## src/rtl/bram_port_arbiter_if.sv

```systemverilog
// bram_port_arbiter_if: one requester's access channel into the shared BRAM port.
interface bram_port_arbiter_if #(
   parameter int ADDR_WIDTH = 13
);
   logic                  valid;
   logic                  ready;
   logic [ADDR_WIDTH-1:0] addr;
   logic [31:0]           wrdata;
   logic [3:0]            we;
   logic                  rdvalid;
   logic [31:0]           rddata;
   logic                  err;
   modport master (output valid, addr, wrdata, we, input ready, rdvalid, rddata, err);
   modport slave  (input valid, addr, wrdata, we, output ready, rdvalid, rddata, err);
endinterface

```

## src/rtl/bram_port_arbiter.sv

```systemverilog
// bram_port_arbiter: round-robin sharing of one registered BRAM port between two requesters.
// Define BRAM_ARB_ADDR_CHECK_EN to reject word indices >= BRAM_DEPTH with an ERR pulse instead of issuing them.
module bram_port_arbiter #(
   parameter int BRAM_ADDR_WIDTH = 13,
   parameter int BRAM_DEPTH      = 1104
) (
   input  logic                       BRAM_CLK,
   input  logic                       BRAM_RSTN,
   bram_port_arbiter_if.slave         req0,
   bram_port_arbiter_if.slave         req1,
   output logic [BRAM_ADDR_WIDTH-1:0] BRAM_ADDR,
   output logic [31:0]                BRAM_WRDATA,
   output logic [3:0]                 BRAM_WE,
   output logic                       BRAM_EN,
   output logic                       BRAM_RST,
   input  logic [31:0]                BRAM_RDDATA
);
`ifdef BRAM_ARB_ADDR_CHECK_EN
   localparam bit CHK = 1'b1;
`else
   localparam bit CHK = 1'b0;
`endif
   logic                       last;
   logic                       gnt0;
   logic                       gnt1;
   logic                       acc;
   logic                       rd;
   logic                       oor;
   logic                       issue;
   logic [BRAM_ADDR_WIDTH-1:0] addr;
   logic [31:0]                wrdata;
   logic [3:0]                 we;
   logic                       t1_rd;
   logic                       t1_err;
   logic                       t1_id;
   logic                       err_q;
   // last holds the id granted most recently; under contention the other side wins
   assign gnt0   = !BRAM_RST && req0.valid && (!req1.valid || last);
   assign gnt1   = !BRAM_RST && req1.valid && (!req0.valid || !last);
   assign acc    = gnt0 || gnt1;
   assign addr   = gnt1 ? req1.addr : req0.addr;
   assign wrdata = gnt1 ? req1.wrdata : req0.wrdata;
   assign we     = gnt1 ? req1.we : req0.we;
   assign rd     = (we == 4'b0000);
   assign oor    = CHK && (int'(addr[BRAM_ADDR_WIDTH-1:2]) >= BRAM_DEPTH);
   assign issue  = acc && !oor;
   assign req0.ready  = gnt0;
   assign req1.ready  = gnt1;
   assign req0.rddata = err_q ? 32'h0 : BRAM_RDDATA;
   assign req1.rddata = err_q ? 32'h0 : BRAM_RDDATA;
   always_ff @(posedge BRAM_CLK or negedge BRAM_RSTN) begin
      if (!BRAM_RSTN) begin
         BRAM_RST     <= 1'b1;
         BRAM_EN      <= 1'b0;
         BRAM_WE      <= 4'b0;
         BRAM_ADDR    <= '0;
         BRAM_WRDATA  <= '0;
         last         <= 1'b1;
         t1_rd        <= 1'b0;
         t1_err       <= 1'b0;
         t1_id        <= 1'b0;
         err_q        <= 1'b0;
         req0.rdvalid <= 1'b0;
         req1.rdvalid <= 1'b0;
         req0.err     <= 1'b0;
         req1.err     <= 1'b0;
      end else begin
         BRAM_RST     <= 1'b0;
         BRAM_EN      <= issue;
         BRAM_WE      <= issue ? we : 4'b0;
         if (acc) begin
            BRAM_ADDR   <= addr;
            BRAM_WRDATA <= wrdata;
            last        <= gnt1;
         end
         t1_rd        <= acc && rd;
         t1_err       <= acc && oor;
         t1_id        <= gnt1;
         err_q        <= t1_err;
         req0.rdvalid <= t1_rd && !t1_id;
         req1.rdvalid <= t1_rd && t1_id;
         req0.err     <= t1_err && !t1_id;
         req1.err     <= t1_err && t1_id;
      end
   end
endmodule

```

## src/flat_wrapper.sv

```systemverilog
// flat-port wrapper written by rule: the top's interface ports become plain ports
module bram_port_arbiter_flat 
#(
   parameter int BRAM_ADDR_WIDTH = 13,
   parameter int BRAM_DEPTH      = 1104
)
  (BRAM_CLK, BRAM_RSTN, BRAM_ADDR, BRAM_WRDATA, BRAM_WE, BRAM_EN, BRAM_RST, BRAM_RDDATA, req0_valid, req0_addr, req0_wrdata, req0_we, req0_ready, req0_rdvalid, req0_rddata, req0_err, req1_valid, req1_addr, req1_wrdata, req1_we, req1_ready, req1_rdvalid, req1_rddata, req1_err);
  bram_port_arbiter_if #(.ADDR_WIDTH(13)) req0_i ();
  bram_port_arbiter_if #(.ADDR_WIDTH(13)) req1_i ();
  input  logic BRAM_CLK;
  input  logic BRAM_RSTN;
  output logic [BRAM_ADDR_WIDTH-1:0] BRAM_ADDR;
  output logic [31:0] BRAM_WRDATA;
  output logic [3:0] BRAM_WE;
  output logic BRAM_EN;
  output logic BRAM_RST;
  input  logic [31:0] BRAM_RDDATA;
  input wire logic [$bits(req0_i.valid)-1:0] req0_valid;
  input wire logic [$bits(req0_i.addr)-1:0] req0_addr;
  input wire logic [$bits(req0_i.wrdata)-1:0] req0_wrdata;
  input wire logic [$bits(req0_i.we)-1:0] req0_we;
  output wire logic [$bits(req0_i.ready)-1:0] req0_ready;
  output wire logic [$bits(req0_i.rdvalid)-1:0] req0_rdvalid;
  output wire logic [$bits(req0_i.rddata)-1:0] req0_rddata;
  output wire logic [$bits(req0_i.err)-1:0] req0_err;
  input wire logic [$bits(req1_i.valid)-1:0] req1_valid;
  input wire logic [$bits(req1_i.addr)-1:0] req1_addr;
  input wire logic [$bits(req1_i.wrdata)-1:0] req1_wrdata;
  input wire logic [$bits(req1_i.we)-1:0] req1_we;
  output wire logic [$bits(req1_i.ready)-1:0] req1_ready;
  output wire logic [$bits(req1_i.rdvalid)-1:0] req1_rdvalid;
  output wire logic [$bits(req1_i.rddata)-1:0] req1_rddata;
  output wire logic [$bits(req1_i.err)-1:0] req1_err;
  assign req0_i.valid = req0_valid;
  assign req0_i.addr = req0_addr;
  assign req0_i.wrdata = req0_wrdata;
  assign req0_i.we = req0_we;
  assign req0_ready = req0_i.ready;
  assign req0_rdvalid = req0_i.rdvalid;
  assign req0_rddata = req0_i.rddata;
  assign req0_err = req0_i.err;
  assign req1_i.valid = req1_valid;
  assign req1_i.addr = req1_addr;
  assign req1_i.wrdata = req1_wrdata;
  assign req1_i.we = req1_we;
  assign req1_ready = req1_i.ready;
  assign req1_rdvalid = req1_i.rdvalid;
  assign req1_rddata = req1_i.rddata;
  assign req1_err = req1_i.err;
  bram_port_arbiter #(.BRAM_ADDR_WIDTH(BRAM_ADDR_WIDTH), .BRAM_DEPTH(BRAM_DEPTH)) u_core (.BRAM_CLK(BRAM_CLK), .BRAM_RSTN(BRAM_RSTN), .req0(req0_i), .req1(req1_i), .BRAM_ADDR(BRAM_ADDR), .BRAM_WRDATA(BRAM_WRDATA), .BRAM_WE(BRAM_WE), .BRAM_EN(BRAM_EN), .BRAM_RST(BRAM_RST), .BRAM_RDDATA(BRAM_RDDATA));
endmodule
```

## config.mk

```make
export PLATFORM = sky130hd
export DESIGN_NAME = bram_port_arbiter_flat
export DESIGN_NICKNAME = d
export VERILOG_FILES = /design/src/rtl/bram_port_arbiter_if.sv /design/src/rtl/bram_port_arbiter.sv /design/src/flat_wrapper.sv
export SDC_FILE = /design/constraint.sdc
export NUM_CORES = 1
export LEC_CHECK = 0
export CAP_MARGIN = 25
export CORE_MARGIN = 2
export CORE_UTILIZATION = 29
export CTS_CLUSTER_SIZE = 16
export DETAILED_ROUTE_END_ITERATION = 7
export HOLD_SLACK_MARGIN = 0.12
export PLACE_DENSITY = 0.77
export SETUP_SLACK_MARGIN = 0.05
export SLEW_MARGIN = 20
export SYNTH_ARGS = -nofsm -noshare
export SYNTH_HDL_FRONTEND = slang
export SYNTH_SLANG_ARGS = --single-unit
```

## constraint.sdc

```tcl
create_clock -name BRAM_CLK -period 1.5 [get_ports BRAM_CLK]
set_input_delay 0.3 -clock BRAM_CLK [delete_from_list [all_inputs] [get_ports BRAM_CLK]]
set_output_delay 0.3 -clock BRAM_CLK [all_outputs]
set_load 0.005 [all_outputs]
```

==> impl_metrics.csv, run 1 <==
group,metric,value,unit
finish,nets,543,
drt,viasPerCell,4.282,
critical_path,crit_arrival,1.31,ns
clocking,htree_levels,2,
global_route,antenna_found_initial,0,
floorplanning,die_width,105.8,µm
job,cap_viol_max_count,0,
floorplanning,initial_core_util,29.51,%
finish,final_cell_mix,"clkdlybuf4s50_1, dfrtp_1, dlygate4sd2_1, nand2_1, mux2i_1",
clocking,worstSkewPairLatency,0.31,ns
clocking,cts_tree,"done",
sta,setup_tns,-0.9058,ns
yosys,ys_ff_latch,56,
clocking,root_buffer,"clkbuf_8",
clocking,cts_buffer_depth,2,
finish,regMostFlops,"u_core.BRAM_WRDATA",
floorplanning,die_area,11190,µm²
yosys,synth_cell_types,21,
status,violations,"setup timing",
yosys,syn_area_per_cell,9.985,µm²
power_and_ir_drop,ir_drop,0.3626,mV
power_and_ir_drop,powerDensity,815.4,nW/µm²
yosys,synth_top_cell_by_area,"dfrtp_1",
sta,max_freq,621.1,MHz
sta,slew_viol_final,0,
finish,largest_reg_flops,32,
status,status,"finished with violations",
yosys,syn_inst,301,
critical_path,end_kind,"output port",
finish,num_antenna_cells,0,
finish,n_fill_cell,987,
sta,skew,0.009621,ns
yosys,synth_top_area_share,44.96,%
sta,period_minus_slack,1.610,ns
yosys,netlist_top_cells_area,"dfrtp_1, buf_4, mux2i_1",
global_route,grt_util_all_layers,13.05,%
floorplanning,pin_count,255,
critical_path,cp_max_fo,3,
drt,wl_per_cell,13.99,µm
critical_path,cp_data_required_time,1.20,ns
yosys,seq_area_frac_synth,46.71,%
floorplanning,num_rows,37,
clocking,clk_pin_slew_worst_paths,0.11,ns
sta,period_share,107.3,%
floorplanning,die_h,105.8,µm
power_and_ir_drop,leakagePower,0.002309,µW
sta,setup_violations,27,
finish,final_common_cell,"clkdlybuf4s50_1",
placement,hpwl,5672,µm
placement,gp_congestion,0.7560,
worst_hold_path,holdCritPathClass,"flip-flop to flip-flop",
drt,drc,0,
critical_path,startpoint_type,"flip-flop",
drt,num_vias,2338,
sta,final_hold_viol_count,0,
sta,layout_setup_ws,-0.1100,ns
floorplanning,core,10180,µm²
drt,ant_nets,0,
drt,totalWireLength,7638,µm
yosys,ys_warn_count,0,
drt,dr.pass1.iters,3,
finish,drive_above_1_share,12.44,%
yosys,syn-cell-area,3005,µm²
sta,whs,0.4218,ns
global_route,grt_overflow,0,
finish,utilization,44.69,%
global_route,grt_max_degree,57,
finish,register_area,1404,µm²
finish,multi_input_area,1070,µm²
global_route,grt_pass1_wl,11900,µm
drt,drtIter0Drc,55,
finish,reg_top3,"u_core.BRAM_WRDATA (32), u_core.BRAM_ADDR (13), u_core.BRAM_WE (4)",
clocking,cts.sinks,56,
placement,io_buffer_count,156,
global_route,grt_pass1_vias,2463,
sta,rsz0062_at_grt,"true",
critical_path,path_class,"flip-flop to output port",
clocking,cts_made_buffers,5,
finish,synthToLayoutAreaGrowth,51.46,%
cells in the mapped netlist, drive strengths merged:
master and count:
dfrtp 54, o21bai 1, a21oi 3, nand2 49, inv 4, and4 1
nand3b 1, conb 1, buf 76, nor2 3, clkbuf 6, a211o 1
nand2b 3, dfstp 2, nor2b 1, mux2i 48, o21ai 46, and2 1
power by group:
group          internal, µW  switching, µW
Clock                   336            510
Sequential             1690           88.6
Combinational           669            414
critical path, cell delays in order (launching register included):
cell      delay [ns]
dfstp_2         0.56
nand2b_4        0.12
nand2b_4        0.15
inv_2           0.05
buf_2           0.12
cells by family (layout without fill, tap and decap cells):
kind of cell	Yosys count	in the layout	synth area share (%)
buf+inv	86	193	20.15
simple gates	59	59	8.327
flops	56	56	46.71
compound gates	51	51	8.701
mux	48	48	15.99
other cells	1	3	0.1248
final timing paths:
check | startpoint | cells after the start | slack [ns] | endpoint
min in group asynchronous | BRAM_RSTN | 3 | 0.52 | u_core.BRAM_WRDATA[17]
worst min register to register | u_core.t1_id | 1 | 0.42 | u_core.req0.rdvalid
worst max-delay path | u_core.BRAM_RST | 4 | -0.11 | req1_ready
worst min-delay path | u_core.t1_id | 1 | 0.42 | u_core.req0.rdvalid
worst max register to register | u_core.BRAM_RST | 6 | -0.06 | u_core.BRAM_ADDR[8]
max in group asynchronous | BRAM_RSTN | 3 | 0.69 | u_core.last
repair_timing:
action                     4_1_cts  5_1_grt
gates resized for setup         73       36
gates cloned                     1        2
setup endpoints to repair       99       51
hold endpoints to repair        54        0
hold buffers                     1        0
buffers inserted                 7        3
pin swaps                        0        2
routing by layer:
layer  up-vias  GRT usage (%)  share of wire, %
li1       1139              -                 -
met1      1070          14.40                39
met2       103          23.59                51
met3        26          2.907               7.5
met4         0          6.297               2.7
met5         -              0                 0
through the flow:
step           instance area [µm²]  setup WS, ns  std cells  power, µW
5_1_grt                       4552       -0.1713        546       3943
4_1_cts                       4423       -0.1004        541       3719
3_5_place_dp                  4293       -0.4028        524       2912
6_report                      4552       -0.1100        546       3711
3_3_place_gp                  4293       -0.3491        524       2879
2_1_floorplan                 3017       0.05069        303       2285
area by class of cell:
cell class              count  share of cell area [%]
repair buffers            181                   39.58
well taps                 136                   3.738
inverters                   4                  0.3299
clock inverters             3                  0.4948
clock buffers               5                   1.512
multi-input cells         161                   23.50
flip-flops and latches     56                   30.84
Power figures use the tool's default switching activity.
==> run 2: changes to the inputs <==
Settings changed: CTS_BUF_LIST set to sky130_fd_sc_hd__clkbuf_16.
==> run 2 against run 1 <==
  * Via count rose by 0.90%
  * Critical path type unchanged
  * Cell count down 0.18%
  * Power increased by 8.4%
  * First-iteration DRC count increased by 15%
  * Clock power grew 38%
  * Hold slack worse by 0.0012 ns
  * Global-route usage hardly changed
  * Sequential cell count stayed put
  * Setup slack better by 0.032 ns
  * The flow still finishes with violations (setup timing)
==> impl_metrics.csv, run 2 (synthesis results as in run 1) <==
group,metric,value,unit
global_route,grt_pass1_wl,11870,µm
power_and_ir_drop,power.switching,1040,µW
finish,final_cell_mix,"clkdlybuf4s50_1, dfrtp_1, nand2_1, mux2i_1, dlygate4sd2_1",
sta,setup_tns,-0.3403,ns
finish,nets,542,
drt,wl_per_cell,14.18,µm
clocking,worstSkewPairLatency,0.29,ns
sta,layout_setup_ws,-0.07763,ns
critical_path,cp_data_required_time,1.20,ns
critical_path,end_kind,"output port",
sta,final_hold_viol_count,0,
floorplanning,initial_core_util,29.51,%
global_route,grt_pass1_vias,2438,
power_and_ir_drop,fin_total_pwr,4022,µW
power_and_ir_drop,comb_power_share,26.4,%
floorplanning,core,10180,µm²
global_route,grt_util_all_layers,13.06,%
finish,reg_top3,"u_core.BRAM_WRDATA (32), u_core.BRAM_ADDR (13), u_core.BRAM_WE (4)",
job,cap_viol_max_count,0,
power_and_ir_drop,leakagePower,0.002437,µW
global_route,grt_max_degree,57,
finish,fin_area,4596,µm²
placement,io_buffer_count,156,
sta,rsz0062_at_grt,"true",
critical_path,cpPeakStageDelay,0.55,ns
clocking,cts_buffer_depth,2,
status,violations,"setup timing",
clocking,root_buffer,"clkbuf_16",
clocking,cts_tree,"done",
drt,drc,0,
placement,gp_congestion,0.7560,
finish,final_common_cell,"clkdlybuf4s50_1",
finish,drive_above_1_share,10.76,%
power_and_ir_drop,power_frac_seq,44.4,%
critical_path,crit_path_top_delay_cell,"dfstp_2",
power_and_ir_drop,p_int,2983,µW
critical_path,critPathBufInv,2,
sta,period_share,105.2,%
global_route,antenna_found_initial,0,
clocking,htree_levels,2,
critical_path,path_class,"flip-flop to output port",
power_and_ir_drop,powerDensity,875.3,nW/µm²
drt,ant_nets,0,
critical_path,cp_max_fo,3,
finish,synthToLayoutAreaGrowth,52.91,%
finish,largest_reg_flops,32,
power_and_ir_drop,switching_share,25.85,%
global_route,grt_overflow,0,
placement,placed_area,4293,µm²
drt,totalWireLength,7729,µm
status,status,"finished with violations",
drt,num_vias,2359,
worst_hold_path,holdCritPathClass,"flip-flop to flip-flop",
power_and_ir_drop,ir_drop,0.5003,mV
floorplanning,die_h,105.8,µm
drt,dr.pass1.iters,4,
drt,drtIter0Drc,63,
critical_path,cpMostUsedCell,"nand2b_4",
sta,period_minus_slack,1.578,ns
placement,hpwl,5672,µm
floorplanning,die_area,11190,µm²
floorplanning,pin_count,255,
sta,slew_viol_final,0,
power_and_ir_drop,clkPwrFrac,29.2,%
clocking,cts_made_buffers,5,
floorplanning,die_width,105.8,µm
critical_path,path_delay_family,"flip-flops",
sta,max_freq,633.9,MHz
critical_path,crit_arrival,1.28,ns
drt,viasPerCell,4.328,
finish,num_antenna_cells,0,
finish,regMostFlops,"u_core.BRAM_WRDATA",
critical_path,startpoint_type,"flip-flop",
sta,setup_violations,21,
sta,skew,0.006032,ns
floorplanning,num_rows,37,
clocking,clk_pin_slew_worst_paths,0.08,ns
clocking,cts.sinks,56,
critical_path,crit_path_cell_trace,"nand2b_4, nand2b_4, inv_2, buf_2",
[run 2: layer usage]
layer	vias up	share of wire [%]	routed length [µm]	GRT usage (%)
met5	-	0	0	0
met4	0	2.9	223	6.297
met3	28	7.5	577	2.907
met2	106	51	3941	23.41
met1	1084	39	2987	14.58
li1	1141	-	-	-
[run 2: path summary, 6_finish.rpt]
| check | from | to | slack [ns] | depth (start not counted) |
|---|---|---|---|---|
| max | u_core.BRAM_RST | req1_ready | -0.08 | 4 |
| min | u_core.t1_id | u_core.req0.rdvalid | 0.42 | 1 |
| max reg2reg | u_core.BRAM_RST | u_core.BRAM_WRDATA[4] | -0.03 | 6 |
| min reg2reg | u_core.t1_id | u_core.req0.rdvalid | 0.42 | 1 |
| max in group asynchronous | BRAM_RSTN | u_core.last | 0.66 | 3 |
| min in group asynchronous | BRAM_RSTN | u_core.BRAM_WRDATA[17] | 0.54 | 3 |
[run 2: power groups by stage]
stage,clock (µW),combinational (µW),sequential [µW]
2_1_floorplan,0,454,1830
3_3_place_gp,0,1070,1810
3_5_place_dp,0,1090,1820
4_1_cts,1230,1030,1790
5_1_grt,1290,1160,1810
6_report,1170,1060,1790
[run 2: per-stage QoR]
step / cells / hold slack (ns) / setup slack [ns] / util [%]
4_1_cts: 538 / 0.4191 / -0.07306 / 43.91
5_1_grt: 545 / 0.4386 / -0.1231 / 45.12
3_5_place_dp: 524 / 0.3282 / -0.4028 / 42.15
3_3_place_gp: 524 / 0.3266 / -0.3491 / 42.15
6_report: 545 / 0.4206 / -0.07763 / 45.12
2_1_floorplan: 303 / 0.004409 / 0.05069 / -
[run 2: what timing repair did]
action	CTS	global route
hold buffers	1	0
resized for setup	62	36
pin swaps	1	0
buffers inserted	4	5
setup endpoints to repair	86	60
endpoints found under the hold margin	54	0
gates cloned	1	2
[run 2: final cells by class]
| type | count | area, µm² |
|---|---|---|
| clock inverter | 3 | 22.52 |
| sequential | 56 | 1404 |
| timing repair buffer | 180 | 1826 |
| multi-input combinational | 161 | 1033 |
| tap | 136 | 170.2 |
| fill | 980 | 5589 |
| inverter | 4 | 15.01 |
| clock buffer | 5 | 125.1 |
